**config.mk**
```make
export PLATFORM = sky130hd
export DESIGN_NAME = fp_mul_pipe
export DESIGN_NICKNAME = d
export VERILOG_FILES = /design/src/rtl/fp_mul_pipe.sv
export SDC_FILE = /design/constraint.sdc
export NUM_CORES = 2
export LEC_CHECK = 0
export ABC_AREA = 1
export CAP_MARGIN = 10
export CORE_UTILIZATION = 55
export CTS_BUF_LIST = sky130_fd_sc_hd__clkbuf_2
export CTS_CLUSTER_SIZE = 40
export DETAILED_ROUTE_END_ITERATION = 6
export PLACE_DENSITY = 0.79
export SLEW_MARGIN = 20
export SYNTH_ARGS = -nofsm -noshare
export SYNTH_HDL_FRONTEND = slang
export SYNTH_SLANG_ARGS = --single-unit
```
**constraint.sdc**
```tcl
create_clock -name clk -period 6.8 [get_ports clk]
set_input_delay 2.04 -clock clk [delete_from_list [all_inputs] [get_ports clk]]
set_output_delay 2.04 -clock clk [all_outputs]
set_load 0.05 [all_outputs]
```
**src/rtl/fp_mul_pipe.sv**
```systemverilog
`default_nettype none
// ============================================================================
//  Module      : fp_mul_pipe
//  Description : Parametrised three-stage IEEE-754-style floating-point
//                multiplier (multiply / normalise / round-pack) with
//                valid/ready handshakes and full exception flags.
//                Subnormal inputs are flushed to zero; subnormal outputs are
//                never produced.
//  Revision    : 1.0 - initial release
// ============================================================================
module fp_mul_pipe #(
    parameter int EXP_W = 8,
    parameter int FRC_W = 23
) (
    input  logic                     clk,
    input  logic                     rst,
    input  logic                     in_valid,
    output logic                     in_ready,
    input  logic [EXP_W+FRC_W:0]     fp_X,
    input  logic [EXP_W+FRC_W:0]     fp_Y,
    input  logic [2:0]               r_mode,
    output logic                     out_valid,
    input  logic                     out_ready,
    output logic [EXP_W+FRC_W:0]     fp_Z,
    output logic                     ovrf,
    output logic                     udrf,
    output logic                     nx,
    output logic                     nv
);

    localparam int c_W  = 1 + EXP_W + FRC_W;
    localparam int c_PW = 2 * FRC_W + 2;
    localparam int c_EW = EXP_W + 2;

    localparam logic [c_EW-1:0]  c_BIAS     = c_EW'((2 ** (EXP_W - 1)) - 1);
    localparam logic [c_EW-1:0]  c_EMAX     = c_EW'((2 ** EXP_W) - 1);
    localparam logic [c_EW-1:0]  c_ONE      = c_EW'(1);
    localparam logic [c_EW-1:0]  c_ZERO_E   = '0;
    localparam logic [EXP_W-1:0] c_EXP_ONES = {EXP_W{1'b1}};
    localparam logic [c_W-1:0]   c_QNAN     = {1'b0, {EXP_W{1'b1}}, 1'b1, {(FRC_W-1){1'b0}}};

    localparam logic [2:0] c_RNE = 3'b000;
    localparam logic [2:0] c_RTZ = 3'b001;
    localparam logic [2:0] c_RDN = 3'b010;
    localparam logic [2:0] c_RUP = 3'b011;
    localparam logic [2:0] c_RMM = 3'b100;

    // ------------------------------------------------------------------
    // Handshake: a stage may load when empty or when the next one moves.
    // ------------------------------------------------------------------
    logic r1_v, r2_v, r3_v;
    logic w_en1, w_en2, w_en3;

    assign w_en3    = !r3_v || out_ready;
    assign w_en2    = !r2_v || w_en3;
    assign w_en1    = !r1_v || w_en2;
    assign in_ready = w_en1;

    // ------------------------------------------------------------------
    // Stage 1 combinational: classify operands, multiply significands.
    // ------------------------------------------------------------------
    logic             w_sx, w_sy, w_s;
    logic [EXP_W-1:0] w_ex, w_ey;
    logic [FRC_W-1:0] w_fx, w_fy;
    logic             w_x_zero, w_x_inf, w_x_nan, w_x_snan;
    logic             w_y_zero, w_y_inf, w_y_nan, w_y_snan;
    logic [c_PW-1:0]  w_p;
    logic [c_EW-1:0]  w_e1;
    logic             w_spc, w_spc_nv;
    logic [c_W-1:0]   w_spc_z;

    assign w_sx = fp_X[c_W-1];
    assign w_sy = fp_Y[c_W-1];
    assign w_ex = fp_X[c_W-2:FRC_W];
    assign w_ey = fp_Y[c_W-2:FRC_W];
    assign w_fx = fp_X[FRC_W-1:0];
    assign w_fy = fp_Y[FRC_W-1:0];
    assign w_s  = w_sx ^ w_sy;

    assign w_x_zero = (w_ex == '0);
    assign w_y_zero = (w_ey == '0);
    assign w_x_inf  = (w_ex == c_EXP_ONES) && (w_fx == '0);
    assign w_y_inf  = (w_ey == c_EXP_ONES) && (w_fy == '0);
    assign w_x_nan  = (w_ex == c_EXP_ONES) && (w_fx != '0);
    assign w_y_nan  = (w_ey == c_EXP_ONES) && (w_fy != '0);
    assign w_x_snan = w_x_nan && !w_fx[FRC_W-1];
    assign w_y_snan = w_y_nan && !w_fy[FRC_W-1];

    assign w_p  = c_PW'({1'b1, w_fx}) * c_PW'({1'b1, w_fy});
    assign w_e1 = {2'b00, w_ex} + {2'b00, w_ey} - c_BIAS;

    // Special-case result selection; NaN takes precedence over inf*zero.
    always_comb begin
        w_spc    = 1'b1;
        w_spc_nv = 1'b0;
        w_spc_z  = '0;
        if (w_x_nan || w_y_nan) begin
            w_spc_z  = c_QNAN;
            w_spc_nv = w_x_snan || w_y_snan;
        end else if ((w_x_inf && w_y_zero) || (w_y_inf && w_x_zero)) begin
            w_spc_z  = c_QNAN;
            w_spc_nv = 1'b1;
        end else if (w_x_inf || w_y_inf) begin
            w_spc_z  = {w_s, c_EXP_ONES, {FRC_W{1'b0}}};
        end else if (w_x_zero || w_y_zero) begin
            w_spc_z  = {w_s, {(c_W-1){1'b0}}};
        end else begin
            w_spc    = 1'b0;
        end
    end

    logic [c_PW-1:0] r1_p;
    logic [c_EW-1:0] r1_e;
    logic            r1_s, r1_spc, r1_spc_nv;
    logic [2:0]      r1_mode;
    logic [c_W-1:0]  r1_spc_z;

    // Stage 1 registers: product, biased exponent sum, sign, mode, specials.
    always_ff @(posedge clk or posedge rst) begin
        if (rst) begin
            r1_v      <= 1'b0;
            r1_p      <= '0;
            r1_e      <= '0;
            r1_s      <= 1'b0;
            r1_mode   <= '0;
            r1_spc    <= 1'b0;
            r1_spc_nv <= 1'b0;
            r1_spc_z  <= '0;
        end else if (w_en1) begin
            r1_v <= in_valid;
            if (in_valid) begin
                r1_p      <= w_p;
                r1_e      <= w_e1;
                r1_s      <= w_s;
                r1_mode   <= r_mode;
                r1_spc    <= w_spc;
                r1_spc_nv <= w_spc_nv;
                r1_spc_z  <= w_spc_z;
            end
        end
    end

    // ------------------------------------------------------------------
    // Stage 2 combinational: normalise to [1,2) and split off G/R/S.
    // ------------------------------------------------------------------
    logic [c_PW-1:0] w_norm;
    logic [c_EW-1:0] w_e2;

    assign w_norm = r1_p[c_PW-1] ? r1_p : {r1_p[c_PW-2:0], 1'b0};
    assign w_e2   = r1_p[c_PW-1] ? (r1_e + c_ONE) : r1_e;

    logic [FRC_W:0]  r2_sig;
    logic            r2_g, r2_r, r2_st;
    logic [c_EW-1:0] r2_e;
    logic            r2_s, r2_spc, r2_spc_nv;
    logic [2:0]      r2_mode;
    logic [c_W-1:0]  r2_spc_z;

    // Stage 2 registers: normalised significand, rounding bits, exponent.
    always_ff @(posedge clk or posedge rst) begin
        if (rst) begin
            r2_v      <= 1'b0;
            r2_sig    <= '0;
            r2_g      <= 1'b0;
            r2_r      <= 1'b0;
            r2_st     <= 1'b0;
            r2_e      <= '0;
            r2_s      <= 1'b0;
            r2_mode   <= '0;
            r2_spc    <= 1'b0;
            r2_spc_nv <= 1'b0;
            r2_spc_z  <= '0;
        end else if (w_en2) begin
            r2_v <= r1_v;
            if (r1_v) begin
                r2_sig    <= w_norm[c_PW-1:FRC_W+1];
                r2_g      <= w_norm[FRC_W];
                r2_r      <= w_norm[FRC_W-1];
                r2_st     <= |w_norm[FRC_W-2:0];
                r2_e      <= w_e2;
                r2_s      <= r1_s;
                r2_mode   <= r1_mode;
                r2_spc    <= r1_spc;
                r2_spc_nv <= r1_spc_nv;
                r2_spc_z  <= r1_spc_z;
            end
        end
    end

    // ------------------------------------------------------------------
    // Stage 3 combinational: round, detect overflow/underflow, pack.
    // ------------------------------------------------------------------
    logic [2:0]       w_mode;
    logic             w_lost, w_inc, w_carry, w_to_inf;
    logic [FRC_W-1:0] w_frac;
    logic [c_EW-1:0]  w_e3;
    logic [c_W-1:0]   w_z;
    logic             w_ovf, w_udf, w_nx, w_nv;

    assign w_mode = (r_mode_ok(r2_mode)) ? r2_mode : c_RNE;
    assign w_lost = r2_g || r2_r || r2_st;

    function automatic logic r_mode_ok(input logic [2:0] m);
        return (m <= c_RMM);
    endfunction

    // Increment decision and overflow direction per rounding mode.
    always_comb begin
        w_inc    = 1'b0;
        w_to_inf = 1'b1;
        case (w_mode)
            c_RNE: begin w_inc = r2_g && (r2_r || r2_st || r2_sig[0]); w_to_inf = 1'b1;  end
            c_RTZ: begin w_inc = 1'b0;                                 w_to_inf = 1'b0;  end
            c_RDN: begin w_inc = r2_s && w_lost;                       w_to_inf = r2_s;  end
            c_RUP: begin w_inc = !r2_s && w_lost;                      w_to_inf = !r2_s; end
            default: begin w_inc = r2_g;                               w_to_inf = 1'b1;  end
        endcase
    end

    // The significand always carries a leading 1, so all-ones plus one is
    // the only carry case; the fraction then wraps to zero on its own.
    assign w_carry = w_inc && (&r2_sig);
    assign w_frac  = r2_sig[FRC_W-1:0] + {{(FRC_W-1){1'b0}}, w_inc};
    assign w_e3    = w_carry ? (r2_e + c_ONE) : r2_e;

    // Final result and flag selection.
    always_comb begin
        w_z   = {r2_s, w_e3[EXP_W-1:0], w_frac};
        w_ovf = 1'b0;
        w_udf = 1'b0;
        w_nx  = w_lost;
        w_nv  = 1'b0;
        if (r2_spc) begin
            w_z  = r2_spc_z;
            w_nx = 1'b0;
            w_nv = r2_spc_nv;
        end else if ($signed(w_e3) >= $signed(c_EMAX)) begin
            w_ovf = 1'b1;
            w_nx  = 1'b1;
            w_z   = w_to_inf ? {r2_s, c_EXP_ONES, {FRC_W{1'b0}}}
                             : {r2_s, {(EXP_W-1){1'b1}}, 1'b0, {FRC_W{1'b1}}};
        end else if ($signed(w_e3) <= $signed(c_ZERO_E)) begin
            w_udf = 1'b1;
            w_nx  = 1'b1;
            w_z   = {r2_s, {(c_W-1){1'b0}}};
        end
    end

    logic [c_W-1:0] r3_z;
    logic           r3_ovf, r3_udf, r3_nx, r3_nv;

    // Stage 3 / output registers; held while the consumer stalls.
    always_ff @(posedge clk or posedge rst) begin
        if (rst) begin
            r3_v   <= 1'b0;
            r3_z   <= '0;
            r3_ovf <= 1'b0;
            r3_udf <= 1'b0;
            r3_nx  <= 1'b0;
            r3_nv  <= 1'b0;
        end else if (w_en3) begin
            r3_v <= r2_v;
            if (r2_v) begin
                r3_z   <= w_z;
                r3_ovf <= w_ovf;
                r3_udf <= w_udf;
                r3_nx  <= w_nx;
                r3_nv  <= w_nv;
            end
        end
    end

    assign out_valid = r3_v;
    assign fp_Z      = r3_z;
    assign ovrf      = r3_ovf;
    assign udrf      = r3_udf;
    assign nx        = r3_nx;
    assign nv        = r3_nv;

endmodule
`default_nettype wire

```
==> impl_metrics.toml <==
[clocking]
numCtsBuffers = 17
cts-htree-levels = 4
root_buffer = "clkbuf_2"
path_clk_slew_ns = 0.21
clock_latency_ns = 0.73
clock-sinks = 152
cts_tree = "built"
hold_buffers = 0
clockBufferDepth = 2

[setup_path]
critPathRequiredTime_ns = 7.44
ff2ff_path_depth = 17
reg2reg_slack_ns = 3.50
crit_type = "primary input to flip-flop"
r2r_start = "r2_sig[0]"
crit_path_start_kind = "primary input"
r2r-end = "fp_Z[22]"
crit_fanout = 6
critical_path_arrival_ns = 9.22
crit_path_end_kind = "flip-flop"

[finish]
stdcell_area_um2 = 36840
synthToLayoutAreaGrowth_pct = 32.82
nets = 4862
fillerInstances = 3022
final_cell_count_no_fill = 4806
multi_input_area_um2 = 21590
drive_gt1_share_pct = 26.61
seq_area_um2 = 3804

[die]
num_rows = 81
die_area_um2 = 51330
core_area_um2 = 49360
die_x_um = 226.6
initial_core_util_pct = 56.19
die_y_um = 226.6
ios = 109

[timing]
max_slew_margin_pct = 47.66
finalMaxSlewViolations = 0
fin_ws_ns = -1.772
rsz0062_at_grt = "yes"
fmax_ghz = 0.1167
finalCritPeriodShare_pct = 126.1
post-route-min-period_ns = 8.572
holdWs_ns = 0.5071
skew_ns = 0.02323
tightest_slew_ns = 0.7827
finalSetupViolCount = 37
hold_violations = 0

[global_routing]
grt_first_pass_wirelength_um = 150100
grt_max_degree = 115
grt_pass1_vias = 28740
grt_use_total_pct = 38.48
gr-total-overflow = 0
antenna_found_initial = 11

[hold_path]
hold-path-cell-count = 2
hold_path_class = "flip-flop to flip-flop"
hold_path.startpoint = "fp_Z[28]"
min_to = "fp_Z[28]"

[synthesis]
yosysMostFrequentCell = "inv_1"
synthArstFlopShare_pct = 100.0
syn_inst = 3630
syn_area_um2 = 27730
synth_cell_types = 49
yosys_most_used_dff = "dfrtp_1"
synth_top_area_share_pct = 34.86
ys_ff_latch = 152
syn_nets = 4376
synthTopCellsByArea = "fa_1, inv_1, dfrtp_1"
ys_warn_count = 0
synth-edff-count = 0
seq_area_frac_synth_pct = 13.71
postSynthAreaPerCell_um2 = 7.640
yosys.area.top_type = "fa_1"
synth_commonest_cells = "inv_1, nand2_1, fa_1"

[routing]
vias = 29030
wl_um = 118000
drtIter0Drc = 4120
drtPass1Iterations = 7
routedWlPerCell_um = 24.54
drc = 395
ant_nets = 0
viasPerCell = 6.040

[placement]
hpwl_um = 59380
portBuffers = 108
place_congestion = 0.9657
post_dp_cell_area_um2 = 32410
place_inst = 4568

[run]
max_cap_viol_count = 0

[outcome]
status = "finished with violations"
violations = "DRC, setup timing"
==> cells by family (layout without fill, tap and decap cells) <==
family          after synthesis  count (layout)  synth area share (%)
simple gates               1280            1280                 18.81
buf+inv                    1184            1681                 16.20
fa+ha+maj                   675             675                 43.53
compound gates              286             286                 6.005
flops                       152             152                 13.71
xor+xnor                     53              53                 1.741
other cells                   0              15                     0
==> cells in the final DEF (no fill, tap or decap), types with 16 or more instances in the layout <==
cell type	Yosys	final
nand3_1	89	67
clkbuf_2	0	22
nand2_4	3	49
o21ai_1	10	34
dfrtp_1	152	152
nand2_1	950	839
a21oi_4	0	16
nor2_1	138	109
buf_16	0	18
o21ai_2	20	35
nand2_2	10	74
buf_12	0	56
ha_4	0	32
nor2_4	1	23
clkdlybuf4s50_1	0	62
buf_4	2	332
fa_1	483	428
nand4_1	16	16
a21oi_1	62	31
a31oi_1	37	28
inv_2	9	119
buf_8	2	17
xor2_1	42	36
ha_1	192	155
inv_1	1026	911
o21ai_0	112	66
fa_2	0	55
buf_6	2	109
nand3_2	3	17
nor4_1	18	17
==> state kept, by name (all words and copies together) (netlist names), 10 cells and up <==
name / cells
fp_Z: 32
r1_e: 10
r1_p: 48
r2_e: 10
r2_sig: 24
==> per-layer routing <==
layer	GRT usage [%]	share of wire (%)	up-vias
met4	26.90	12	14
met2	63.22	42	2735
met3	11.64	16	1379
met1	42.78	30	13380
met5	0	0.43	-
li1	-	-	11520
==> stage by stage <==
step	util, %	setup slack (ns)	setup TNS (ns)
2_1_floorplan	-	-0.7618	-15.58
3_3_place_gp	65.66	-1.604	-50.73
3_5_place_dp	65.66	-1.691	-53.26
4_1_cts	72.17	-0.3623	-7.330
5_1_grt	74.58	-1.594	-37.14
6_report	74.64	-1.772	-40.77
==> final cells by class <==
type / count / share of cell area, %
Timing Repair Buffer: 614 / 17.39
Tap cell: 664 / 2.255
Inverter: 1037 / 10.63
Antenna cell: 15 / 0.1019
Clock inverter: 9 / 0.4076
Sequential cell: 152 / 10.33
Clock buffer: 21 / 0.2853
Multi-Input combinational cell: 2294 / 58.61
==> worst max-delay path by stage <==
stage / end / cells past startpoint / start
2_1_floorplan: r1_p[42] / 24 / fp_Y[12]
3_3_place_gp: r1_p[40] / 24 / fp_X[20]
3_5_place_dp: r1_p[40] / 24 / fp_X[20]
4_1_cts: r1_p[42] / 26 / fp_X[22]
5_1_grt: r1_p[45] / 28 / fp_Y[2]
6_report: r1_p[45] / 26 / fp_Y[2]
==> worst max-delay path, cell delays in order <==
cell and delay (ns):
buf_6 0.13, buf_12 0.16, nand2_1 0.40, fa_1 0.88, inv_1 0.16, fa_1 0.59
inv_1 0.07, fa_2 0.39, fa_2 0.59, inv_1 0.21, fa_2 0.42, fa_1 0.53
inv_1 0.07, fa_1 0.42, inv_1 0.16, ha_4 0.25, inv_2 0.08, o21ai_2 0.08
a31oi_1 0.42, o21ai_2 0.29, a21oi_2 0.29, nand3_4 0.15, nand3_4 0.10, nand4_1 0.11
nand3_1 0.12, o21ai_1 0.07
==> what timing repair did <==
| item | 4_1_cts | 5_1_grt |
|---|---|---|
| gates cloned | 21 | 2 |
| hold endpoints to repair | 0 | 0 |
| setup buffers | 132 | 52 |
| endpoints found under the setup margin | 37 | 35 |
| pin swaps | 212 | 158 |
| resized for setup | 618 | 279 |
Power is left out: the tool's default activity adds up to more than one toggle a clock period on the data nets, which glitch-free logic cannot reach.
